--- config.mk ---
export PLATFORM = sky130hd
export DESIGN_NAME = wm_controller_param
export DESIGN_NICKNAME = d
export VERILOG_FILES = /design/src/rtl/wm_controller_param.sv
export SDC_FILE = /design/constraint.sdc
export NUM_CORES = 1
export LEC_CHECK = 0
export CORE_UTILIZATION = 56
export DETAILED_ROUTE_END_ITERATION = 10
export GPL_TIMING_DRIVEN = 0
export PLACE_DENSITY = 0.88
export SLEW_MARGIN = 20
export SYNTH_ARGS = -nofsm -noshare
export SYNTH_HDL_FRONTEND = slang
export SYNTH_SLANG_ARGS = --single-unit
--- constraint.sdc ---
create_clock -name clk -period 4.85 [get_ports clk]
set_input_delay 0.97 -clock clk [delete_from_list [all_inputs] [get_ports clk]]
set_output_delay 0.97 -clock clk [all_outputs]
set_load 0.02 [all_outputs]
--- src/rtl/wm_controller_param.sv ---
// Washing machine sequencer with internal step timers, configurable rinse passes,
// fill/drain watchdogs latching an error state, and a pause qualifier.
module wm_controller_param #(
   parameter int TIMER_W       = 8,
   parameter int WASH_CYCLES   = 8,
   parameter int RINSE_CYCLES  = 6,
   parameter int SPIN_CYCLES   = 10,
   parameter int RINSE_COUNT   = 2,
   parameter int FILL_TIMEOUT  = 20,
   parameter int DRAIN_TIMEOUT = 20
) (
   input  logic       clk,
   input  logic       reset,
   input  logic       start,
   input  logic       door_close,
   input  logic       filled,
   input  logic       detergent_added,
   input  logic       drained,
   input  logic       pause,
   output logic       door_lock,
   output logic       motor_on,
   output logic       fill_valve_on,
   output logic       drain_valve_on,
   output logic       soap_wash,
   output logic       water_wash,
   output logic       done,
   output logic       error,
   output logic       paused,
   output logic [3:0] rinse_num,
   output logic [3:0] state
);

   typedef enum logic [3:0] {
      S_IDLE    = 4'd0,
      S_FILL    = 4'd1,
      S_ADD_DET = 4'd2,
      S_WASH    = 4'd3,
      S_DRAIN   = 4'd4,
      S_RINSE   = 4'd5,
      S_SPIN    = 4'd6,
      S_DONE    = 4'd7,
      S_ERROR   = 4'd8
   } state_t;

   localparam logic [TIMER_W-1:0] WASH_LAST  = TIMER_W'(WASH_CYCLES - 1);
   localparam logic [TIMER_W-1:0] RINSE_LAST = TIMER_W'(RINSE_CYCLES - 1);
   localparam logic [TIMER_W-1:0] SPIN_LAST  = TIMER_W'(SPIN_CYCLES - 1);
   localparam logic [TIMER_W-1:0] FILL_LAST  = TIMER_W'(FILL_TIMEOUT - 1);
   localparam logic [TIMER_W-1:0] DRAIN_LAST = TIMER_W'(DRAIN_TIMEOUT - 1);
   localparam logic [3:0]         RINSE_MAX  = 4'(RINSE_COUNT);

   state_t             st_q;
   logic [TIMER_W-1:0] timer_q;
   logic [3:0]         rinse_q;
   logic               active;
   logic               hold;
   logic               wash_phase;

   assign active     = st_q inside {S_FILL, S_ADD_DET, S_WASH, S_DRAIN, S_RINSE, S_SPIN};
   assign hold       = pause && active;
   assign wash_phase = (rinse_q == 4'd0);

   // A paused step freezes everything: no transition, timer held, events ignored.
   always_ff @(posedge clk) begin
      if (reset) begin
         st_q    <= S_IDLE;
         timer_q <= '0;
         rinse_q <= 4'd0;
      end else if (!hold) begin
         case (st_q)
            S_IDLE: begin
               timer_q <= '0;
               if (start && door_close) st_q <= S_FILL;
            end
            S_FILL: begin
               if (filled) begin
                  st_q    <= wash_phase ? S_ADD_DET : S_RINSE;
                  timer_q <= '0;
               end else if (timer_q == FILL_LAST) begin
                  st_q    <= S_ERROR;
                  timer_q <= '0;
               end else begin
                  timer_q <= timer_q + TIMER_W'(1);
               end
            end
            S_ADD_DET: begin
               if (detergent_added) begin
                  st_q    <= S_WASH;
                  timer_q <= '0;
               end else begin
                  timer_q <= timer_q + TIMER_W'(1);
               end
            end
            S_WASH: begin
               if (timer_q == WASH_LAST) begin
                  st_q    <= S_DRAIN;
                  timer_q <= '0;
               end else begin
                  timer_q <= timer_q + TIMER_W'(1);
               end
            end
            S_DRAIN: begin
               if (drained) begin
                  timer_q <= '0;
                  if (rinse_q < RINSE_MAX) begin
                     rinse_q <= rinse_q + 4'd1;
                     st_q    <= S_FILL;
                  end else begin
                     st_q    <= S_SPIN;
                  end
               end else if (timer_q == DRAIN_LAST) begin
                  st_q    <= S_ERROR;
                  timer_q <= '0;
               end else begin
                  timer_q <= timer_q + TIMER_W'(1);
               end
            end
            S_RINSE: begin
               if (timer_q == RINSE_LAST) begin
                  st_q    <= S_DRAIN;
                  timer_q <= '0;
               end else begin
                  timer_q <= timer_q + TIMER_W'(1);
               end
            end
            S_SPIN: begin
               if (timer_q == SPIN_LAST) begin
                  st_q    <= S_DONE;
                  timer_q <= '0;
                  rinse_q <= 4'd0;
               end else begin
                  timer_q <= timer_q + TIMER_W'(1);
               end
            end
            S_DONE: begin
               timer_q <= '0;
               if (!start) st_q <= S_IDLE;
            end
            S_ERROR: begin
               timer_q <= '0;
            end
            default: begin
               st_q    <= S_IDLE;
               timer_q <= '0;
               rinse_q <= 4'd0;
            end
         endcase
      end
   end

   always_comb begin
      door_lock      = 1'b0;
      motor_on       = 1'b0;
      fill_valve_on  = 1'b0;
      drain_valve_on = 1'b0;
      soap_wash      = 1'b0;
      water_wash     = 1'b0;
      done           = 1'b0;
      error          = 1'b0;
      case (st_q)
         S_FILL: begin
            door_lock     = 1'b1;
            fill_valve_on = 1'b1;
            soap_wash     = wash_phase;
            water_wash    = !wash_phase;
         end
         S_ADD_DET: begin
            door_lock = 1'b1;
            soap_wash = 1'b1;
         end
         S_WASH: begin
            door_lock = 1'b1;
            motor_on  = 1'b1;
            soap_wash = 1'b1;
         end
         S_DRAIN: begin
            door_lock      = 1'b1;
            drain_valve_on = 1'b1;
            soap_wash      = wash_phase;
            water_wash     = !wash_phase;
         end
         S_RINSE: begin
            door_lock  = 1'b1;
            motor_on   = 1'b1;
            water_wash = 1'b1;
         end
         S_SPIN: begin
            door_lock      = 1'b1;
            motor_on       = 1'b1;
            drain_valve_on = 1'b1;
         end
         S_DONE: done = 1'b1;
         // Keep the door shut until the tub is confirmed empty.
         S_ERROR: begin
            error          = 1'b1;
            drain_valve_on = 1'b1;
            door_lock      = !drained;
         end
         default: ;
      endcase
      if (hold) begin
         motor_on       = 1'b0;
         fill_valve_on  = 1'b0;
         drain_valve_on = 1'b0;
      end
   end

   assign paused    = hold;
   assign rinse_num = rinse_q;
   assign state     = st_q;

endmodule

==> results of run 1 <==
[layout make-up]
cell class | instances | area share, %
Multi-Input combinational cell | 129 | 56.91
Sequential cell | 16 | 19.98
Timing Repair Buffer | 23 | 14.36
Buffer | 10 | 2.810
Inverter | 10 | 2.342
Tap cell | 28 | 2.186
Clock buffer | 3 | 1.405
[stage by stage]
step	util [%]	worst slack (ps)	power, mW	hold WS, ps
floorplan	-	2167	0.3312	507.6
global placement	71.44	1420	0.4076	524.8
detailed placement	71.44	1427	0.4136	539.0
CTS	72.45	1378	0.4839	564.6
global route	72.45	1117	0.5138	585.3
finish	72.45	1324	0.4843	563.8
[critical path, stage by stage (launching register included)]
cell and delay [ps]:
sky130_fd_sc_hd__dfxtp_1 330, sky130_fd_sc_hd__buf_2 210, sky130_fd_sc_hd__clkbuf_1 350, sky130_fd_sc_hd__inv_1 210, sky130_fd_sc_hd__nor3_1 230, sky130_fd_sc_hd__a21oi_1 80, sky130_fd_sc_hd__a2bb2oi_1 140, sky130_fd_sc_hd__nor2_1 110
sky130_fd_sc_hd__clkdlybuf4s50_1 610
[state kept, by name, indices dropped and copies added, names as in the netlist]
| register | flops |
|---|---|
| rinse_num | 4 |
| state | 4 |
| timer_q | 8 |
[metal layers]
metal	part of all wire, %	up-vias
li1	-	663
met1	44	642
met2	47	60
met3	5.2	13
met4	3.2	0
met5	0	-
[worst max path at each step]
stage | endpoint | cells past startpoint
after floorplan | fill_valve_on | 2
after global placement | paused | 4
after detailed placement | paused | 4
after CTS | soap_wash | 8
after global routing | soap_wash | 8
final | soap_wash | 8
[placed cells by master, fill, tap and decap left out, types with 3 or more instances in the layout]
cell type and instances:
sky130_fd_sc_hd__clkdlybuf4s50_1 23, sky130_fd_sc_hd__a21oi_1 11, sky130_fd_sc_hd__dfxtp_1 16, sky130_fd_sc_hd__nand2_1 12
sky130_fd_sc_hd__nor2_1 20, sky130_fd_sc_hd__nor3_1 11, sky130_fd_sc_hd__nand2b_1 3, sky130_fd_sc_hd__xnor2_1 5
sky130_fd_sc_hd__inv_1 10, sky130_fd_sc_hd__clkbuf_1 5, sky130_fd_sc_hd__ha_1 4, sky130_fd_sc_hd__a31o_2 3
sky130_fd_sc_hd__buf_2 3, sky130_fd_sc_hd__a31oi_1 3, sky130_fd_sc_hd__nand3_1 4, sky130_fd_sc_hd__o31ai_1 4
sky130_fd_sc_hd__clkbuf_4 3, sky130_fd_sc_hd__mux2_1 3
[cell families after synthesis]
kind of cell	share of synthesized area (%)
AOI/OAI and AO/OA	24.17
xor gates and xnor gates	3.996
adders and majority gates	3.806
buffers and inverters	6.280
DFF	24.36
muxes	3.425
and+or+nand+nor	33.97
[power by group through the flow]
stage	Clock (mW)	Combinational (mW)	Sequential (mW)
2_1_floorplan	0	0.176	0.155
3_5_place_dp	0	0.264	0.149
4_1_cts	0.0722	0.265	0.146
3_3_place_gp	0	0.260	0.148
6_report	0.0686	0.269	0.146
5_1_grt	0.0781	0.288	0.147
==> impl_metrics.json, run 1 <==
{
  "totalNegativeSetupSlack_ps": 0,
  "post-route-drc-count": 0,
  "cts.clk_slew.worst_paths_ps": 90,
  "h_tree_lvl_count": 1,
  "regArea_um2": 320.3,
  "worst_hold_path_type": "reg -> reg",
  "floorplan.die_area_um2": 2546,
  "initial_core_util_pct": 59.45,
  "fmax_mhz": 283.6,
  "min_from": "timer_q[7]",
  "tightest_slew_ps": 598.7,
  "period_utilisation_layout_pct": 72.70,
  "timing.final.max_slew_violations": 0,
  "finish.net_count": 205,
  "port_buffers": 23,
  "fp.dieH_um": 50.46,
  "total_placed_cells_including_tap_cells": 216,
  "track_usage_pct": 29.44,
  "netlist_top_cells_count": "20 x sky130_fd_sc_hd__nor2_1, 16 x sky130_fd_sc_hd__dfxtp_1, 12 x sky130_fd_sc_hd__nand2_1",
  "critical_path_fanout_max": 10,
  "routed_wl_um": 3473,
  "timing.final.setup_violations": 0,
  "yosysSeqAreaShare_pct": 24.36,
  "fillCellCount": 200,
  "power.density_nw_per_um2": 302.2,
  "grt_pass1_vias": 1309,
  "synth_edf_count": 0,
  "gpl.final_weighted_congestion": 0.9425,
  "clock_power_share_pct": 14.2,
  "worst_ir_drop_vdd_uv": 254.2,
  "placementRows": 17,
  "reg2reg_depth": 7,
  "dpl-instance-area_um2": 1580,
  "vias": 1378,
  "global_route.usage.met2_pct": 47.56,
  "worst_setup_path_startpoint": "state[2]",
  "postCtsHoldBufs": 0,
  "grt_first_pass_wirelength_um": 5699,
  "post_synth_main_area_contributors": "sky130_fd_sc_hd__dfxtp_1 24%, sky130_fd_sc_hd__nor2_1 5.7%, sky130_fd_sc_hd__a21oi_1 4.2%",
  "syn_inst": 165,
  "leakage_nw": 0.5685,
  "area.growth.synth_to_final_pct": 21.88,
  "clock_latency_on_the_worst_skew_pair_ps": 280,
  "antenna_cells": 0,
  "netlist.top_cell.by_area": "sky130_fd_sc_hd__dfxtp_1",
  "reg_to_reg_critical_path_startpoint": "state[1]",
  "status": "complete, no violations",
  "globalRouteMet1Util_pct": 36.99,
  "clockBufferDepth": 2,
  "drt_iter0_drc": 58,
  "worst_slew_margin_rel_pct": 59.53,
  "globalRoute.busiestLayer": "met2",
  "endpoint_kind": "primary output",
  "postSynthRegisterBits": 16,
  "report.final.hold_viol_count": 0,
  "core_um2": 2212,
  "rsz0062_at_grt": "no",
  "crit_required_ps": 3880,
  "die_width_um": 50.46,
  "detail_route.wl_per_cell_um": 15.86,
  "postLayoutCellArea_um2": 1603,
  "grt.met3_usage_pct": 4.242,
  "final_cells": 219,
  "ys_async_sr_fraction_pct": 0,
  "critical_path.startpoint_type": "register",
  "p_sw_mw": 0.2062,
  "internal_power_mw": 0.2782,
  "reg2reg_to": "state[0]",
  "worst_setup_slack_for_register_to_register_paths_ps": 2670,
  "post-cts-setup-buffers": 0,
  "grt-ovfl-total": 0,
  "largest_net_degree_at_the_start_of_global_routing": 11,
  "pin_count": 25,
  "yosysUniqueCellTypes": 50,
  "synthesis.nets": 177,
  "synth.yosys.warnings": 0,
  "post-synth-top-count-cell": "sky130_fd_sc_hd__nor2_1",
  "antenna_violations_before_repair": 0,
  "multi_input_area_um2": 912.1,
  "post_cts_resize_count": 0,
  "cp_data_arrival_time_ps": 2560,
  "comb_power_share_pct": 55.6,
  "synth.avg_cell_area_um2": 7.970,
  "count_of_tritonroute_iterations_in_the_first_routing_pass": 4,
  "clock_tree.root_cell": "sky130_fd_sc_hd__clkbuf_4",
  "primary_ff_master_synth": "sky130_fd_sc_hd__dfxtp_1",
  "drtAntennaViolNets": 0,
  "route.detailed.vias_per_inst": 6.292,
  "crit_type": "reg -> out",
  "synth.cell_area_um2": 1315,
  "sw_frac_of_total_pct": 42.57,
  "worst_hold_depth": 2,
  "tritoncts": "yes",
  "finalClockSkew_ps": 4.169,
  "period_needed_ps": 3526,
  "seqPwrFrac_pct": 30.2,
  "hold_path_end": "timer_q[7]",
  "synthDominantCellAreaShare_pct": 24.36,
  "place.detailed.hpwl_um": 2609,
  "maxCapViolations": 0,
  "clock-sinks": 16,
  "cts_buffers": 3,
  "drive_gt1_share_pct": 12.57
}
Power figures use the tool's default switching activity.
==> run 2, diff against run 1 <==
--- a/config.mk
+++ b/config.mk
@@ -5,10 +5,10 @@
 export SDC_FILE = /design/constraint.sdc
 export NUM_CORES = 1
 export LEC_CHECK = 0
-export CORE_UTILIZATION = 56
+export CORE_UTILIZATION = 52
 export DETAILED_ROUTE_END_ITERATION = 10
 export GPL_TIMING_DRIVEN = 0
-export PLACE_DENSITY = 0.88
+export PLACE_DENSITY = 0.83
 export SLEW_MARGIN = 20
 export SYNTH_ARGS = -nofsm -noshare
 export SYNTH_HDL_FRONTEND = slang
==> constraint.sdc (replaced) <==
create_clock -name clk -period 3.6 [get_ports clk]
set_input_delay 0.72 -clock clk [delete_from_list [all_inputs] [get_ports clk]]
set_output_delay 0.72 -clock clk [all_outputs]
set_load 0.02 [all_outputs]
==> impl_metrics.json, run 2 (synthesis results as in run 1) <==
{
  "route.detailed.vias_per_inst": 6.169,
  "drive_gt1_share_pct": 12.57,
  "die_width_um": 52.29,
  "grt.met3_usage_pct": 2.319,
  "finish.net_count": 205,
  "postCtsHoldBufs": 0,
  "endpoint_kind": "primary output",
  "crit_required_ps": 2880,
  "crit_cells": 8,
  "detail_route.wl_per_cell_um": 15.58,
  "placementRows": 17,
  "flip_flop_count_of_the_largest_register_after_layout": 8,
  "timing.final.setup_violations": 0,
  "post-route-drc-count": 0,
  "max_flop_register": "timer_q",
  "period_utilisation_layout_pct": 90.08,
  "floorplan.die_area_um2": 2734,
  "clockBufferDepth": 2,
  "globalRoute.busiestLayer": "met2",
  "final_cells": 219,
  "post-cts-setup-buffers": 0,
  "gpl.final_weighted_congestion": 0.9466,
  "cpLargestDelayFamily": "buffers and inverters",
  "post_cts_resize_count": 0,
  "critical_path.startpoint_type": "register",
  "place.detailed.hpwl_um": 2605,
  "track_usage_pct": 27.20,
  "critical_path_fanout_max": 10,
  "reg2reg_to": "state[2]",
  "drt_iter0_drc": 47,
  "rsz0062_at_grt": "no",
  "cp_data_arrival_time_ps": 2520,
  "h_tree_lvl_count": 1,
  "reg2reg_depth": 7,
  "pin_count": 25,
  "vias": 1351,
  "finalClockSkew_ps": 1.796,
  "cp-endpoint": "soap_wash",
  "grt-ovfl-total": 0,
  "worst_setup_path_startpoint": "state[2]",
  "cts_buffers": 3,
  "grt_first_pass_wirelength_um": 5589,
  "tritoncts": "yes",
  "power.density_nw_per_um2": 405.4,
  "comb_power_share_pct": 55.5,
  "layout_common_cells": "23 x sky130_fd_sc_hd__clkdlybuf4s50_1, 20 x sky130_fd_sc_hd__nor2_1, 16 x sky130_fd_sc_hd__dfxtp_1",
  "critical_path.slowest_cell": "sky130_fd_sc_hd__clkdlybuf4s50_1",
  "largest_net_degree_at_the_start_of_global_routing": 11,
  "totalNegativeSetupSlack_ps": 0,
  "count_of_tritonroute_iterations_in_the_first_routing_pass": 4,
  "clock_latency_on_the_worst_skew_pair_ps": 280,
  "port_buffers": 23,
  "reg_to_reg_critical_path_startpoint": "state[1]",
  "initial_core_util_pct": 57.24,
  "seqPwrFrac_pct": 30.3,
  "worst_hold_path_type": "reg -> reg",
  "period_needed_ps": 3243,
  "tightest_slew_ps": 622.5,
  "layout_commonest_cell": "sky130_fd_sc_hd__clkdlybuf4s50_1",
  "clock-sinks": 16,
  "core_um2": 2297,
  "clock_tree.root_cell": "sky130_fd_sc_hd__clkbuf_4",
  "internal_power_mw": 0.3745,
  "p_sw_mw": 0.2752,
  "sw_frac_of_total_pct": 42.35,
  "worst_slew_margin_rel_pct": 57.92,
  "critPathMaxStageDelay_ps": 610,
  "total_placed_cells_including_tap_cells": 216,
  "worst_setup_slack_for_register_to_register_paths_ps": 1460,
  "globalRouteMet1Util_pct": 36.30,
  "timing.final.max_slew_violations": 0,
  "cts.clk_slew.worst_paths_ps": 90,
  "drtAntennaViolNets": 0,
  "grt_pass1_vias": 1285,
  "report.final.hold_viol_count": 0,
  "crit_type": "reg -> out",
  "status": "complete, no violations",
  "maxCapViolations": 0,
  "worst_ir_drop_vdd_uv": 356.2,
  "critical_path.cell_chain": "buf_2, clkbuf_1, inv_1, nor3_1, a21oi_1, a2bb2oi_1, nor2_1, clkdlybuf4s50_1",
  "fp.dieH_um": 52.29,
  "routed_wl_um": 3411,
  "area.growth.synth_to_final_pct": 21.88,
  "worstPathBufferInverterCount": 4,
  "hold_ws_ps": 555.0,
  "antenna_cells": 0,
  "global_route.usage.met2_pct": 44.73,
  "fmax_mhz": 308.4,
  "clock_power_share_pct": 14.2,
  "antenna_violations_before_repair": 0,
  "leakage_nw": 0.5685
}
run 2: worst reg2reg max path, cell delays in order, from the launching register on:
cell                      delay (ps)
sky130_fd_sc_hd__dfxtp_1         350
sky130_fd_sc_hd__buf_2           220
sky130_fd_sc_hd__buf_1           380
sky130_fd_sc_hd__nand3_1         160
sky130_fd_sc_hd__nor3b_1         330
sky130_fd_sc_hd__nor3_1          130
sky130_fd_sc_hd__nand3_4         140
sky130_fd_sc_hd__mux2_1          330
run 2: per-layer routing:
| metal | share of wire, % | wire length [µm] | up-vias |
|---|---|---|---|
| li1 | - | - | 663 |
| met1 | 46 | 1555 | 633 |
| met2 | 47 | 1620 | 53 |
| met3 | 6.4 | 217 | 2 |
| met4 | 0.50 | 17 | 0 |
| met5 | 0 | 0 | - |
run 2: area by class of cell:
cell class	count	area (µm²)
Clock buffer	3	22.52
Multi-Input combinational cell	129	912.1
Tap cell	28	35.03
Fill cell	216	694.4
Timing Repair Buffer	23	230.2
Buffer	10	45.04
Inverter	10	37.54
Sequential cell	16	320.3
run 2: how the worst min path moves through the flow:
stage                     from    endpoint  cells after the start
floorplan           timer_q[7]  timer_q[7]                      2
global placement    timer_q[1]  timer_q[1]                      2
detailed placement  timer_q[1]  timer_q[1]                      2
CTS                 timer_q[1]  timer_q[1]                      2
global route        timer_q[7]  timer_q[7]                      2
finish              timer_q[1]  timer_q[1]                      2
run 2: power by group through the flow:
stage | clock [mW] | sequential, mW | combinational [mW]
5_1_grt | 0.100 | 0.198 | 0.383
3_3_place_gp | 0 | 0.201 | 0.348
2_1_floorplan | 0 | 0.208 | 0.238
6_report | 0.0922 | 0.197 | 0.360
3_5_place_dp | 0 | 0.201 | 0.355
4_1_cts | 0.0963 | 0.197 | 0.356
run 2: through the flow:
| step | instance area (µm²) | total power, mW | util, % | setup slack [ps] |
|---|---|---|---|---|
| floorplan | 1315 | 0.4461 | - | 1180 |
| global placement | 1580 | 0.5491 | 68.79 | 726.8 |
| detailed placement | 1580 | 0.5558 | 68.79 | 715.2 |
| CTS | 1603 | 0.6495 | 69.77 | 390.0 |
| global route | 1603 | 0.6812 | 69.77 | 227.4 |
| finish | 1603 | 0.6497 | 69.77 | 357.3 |
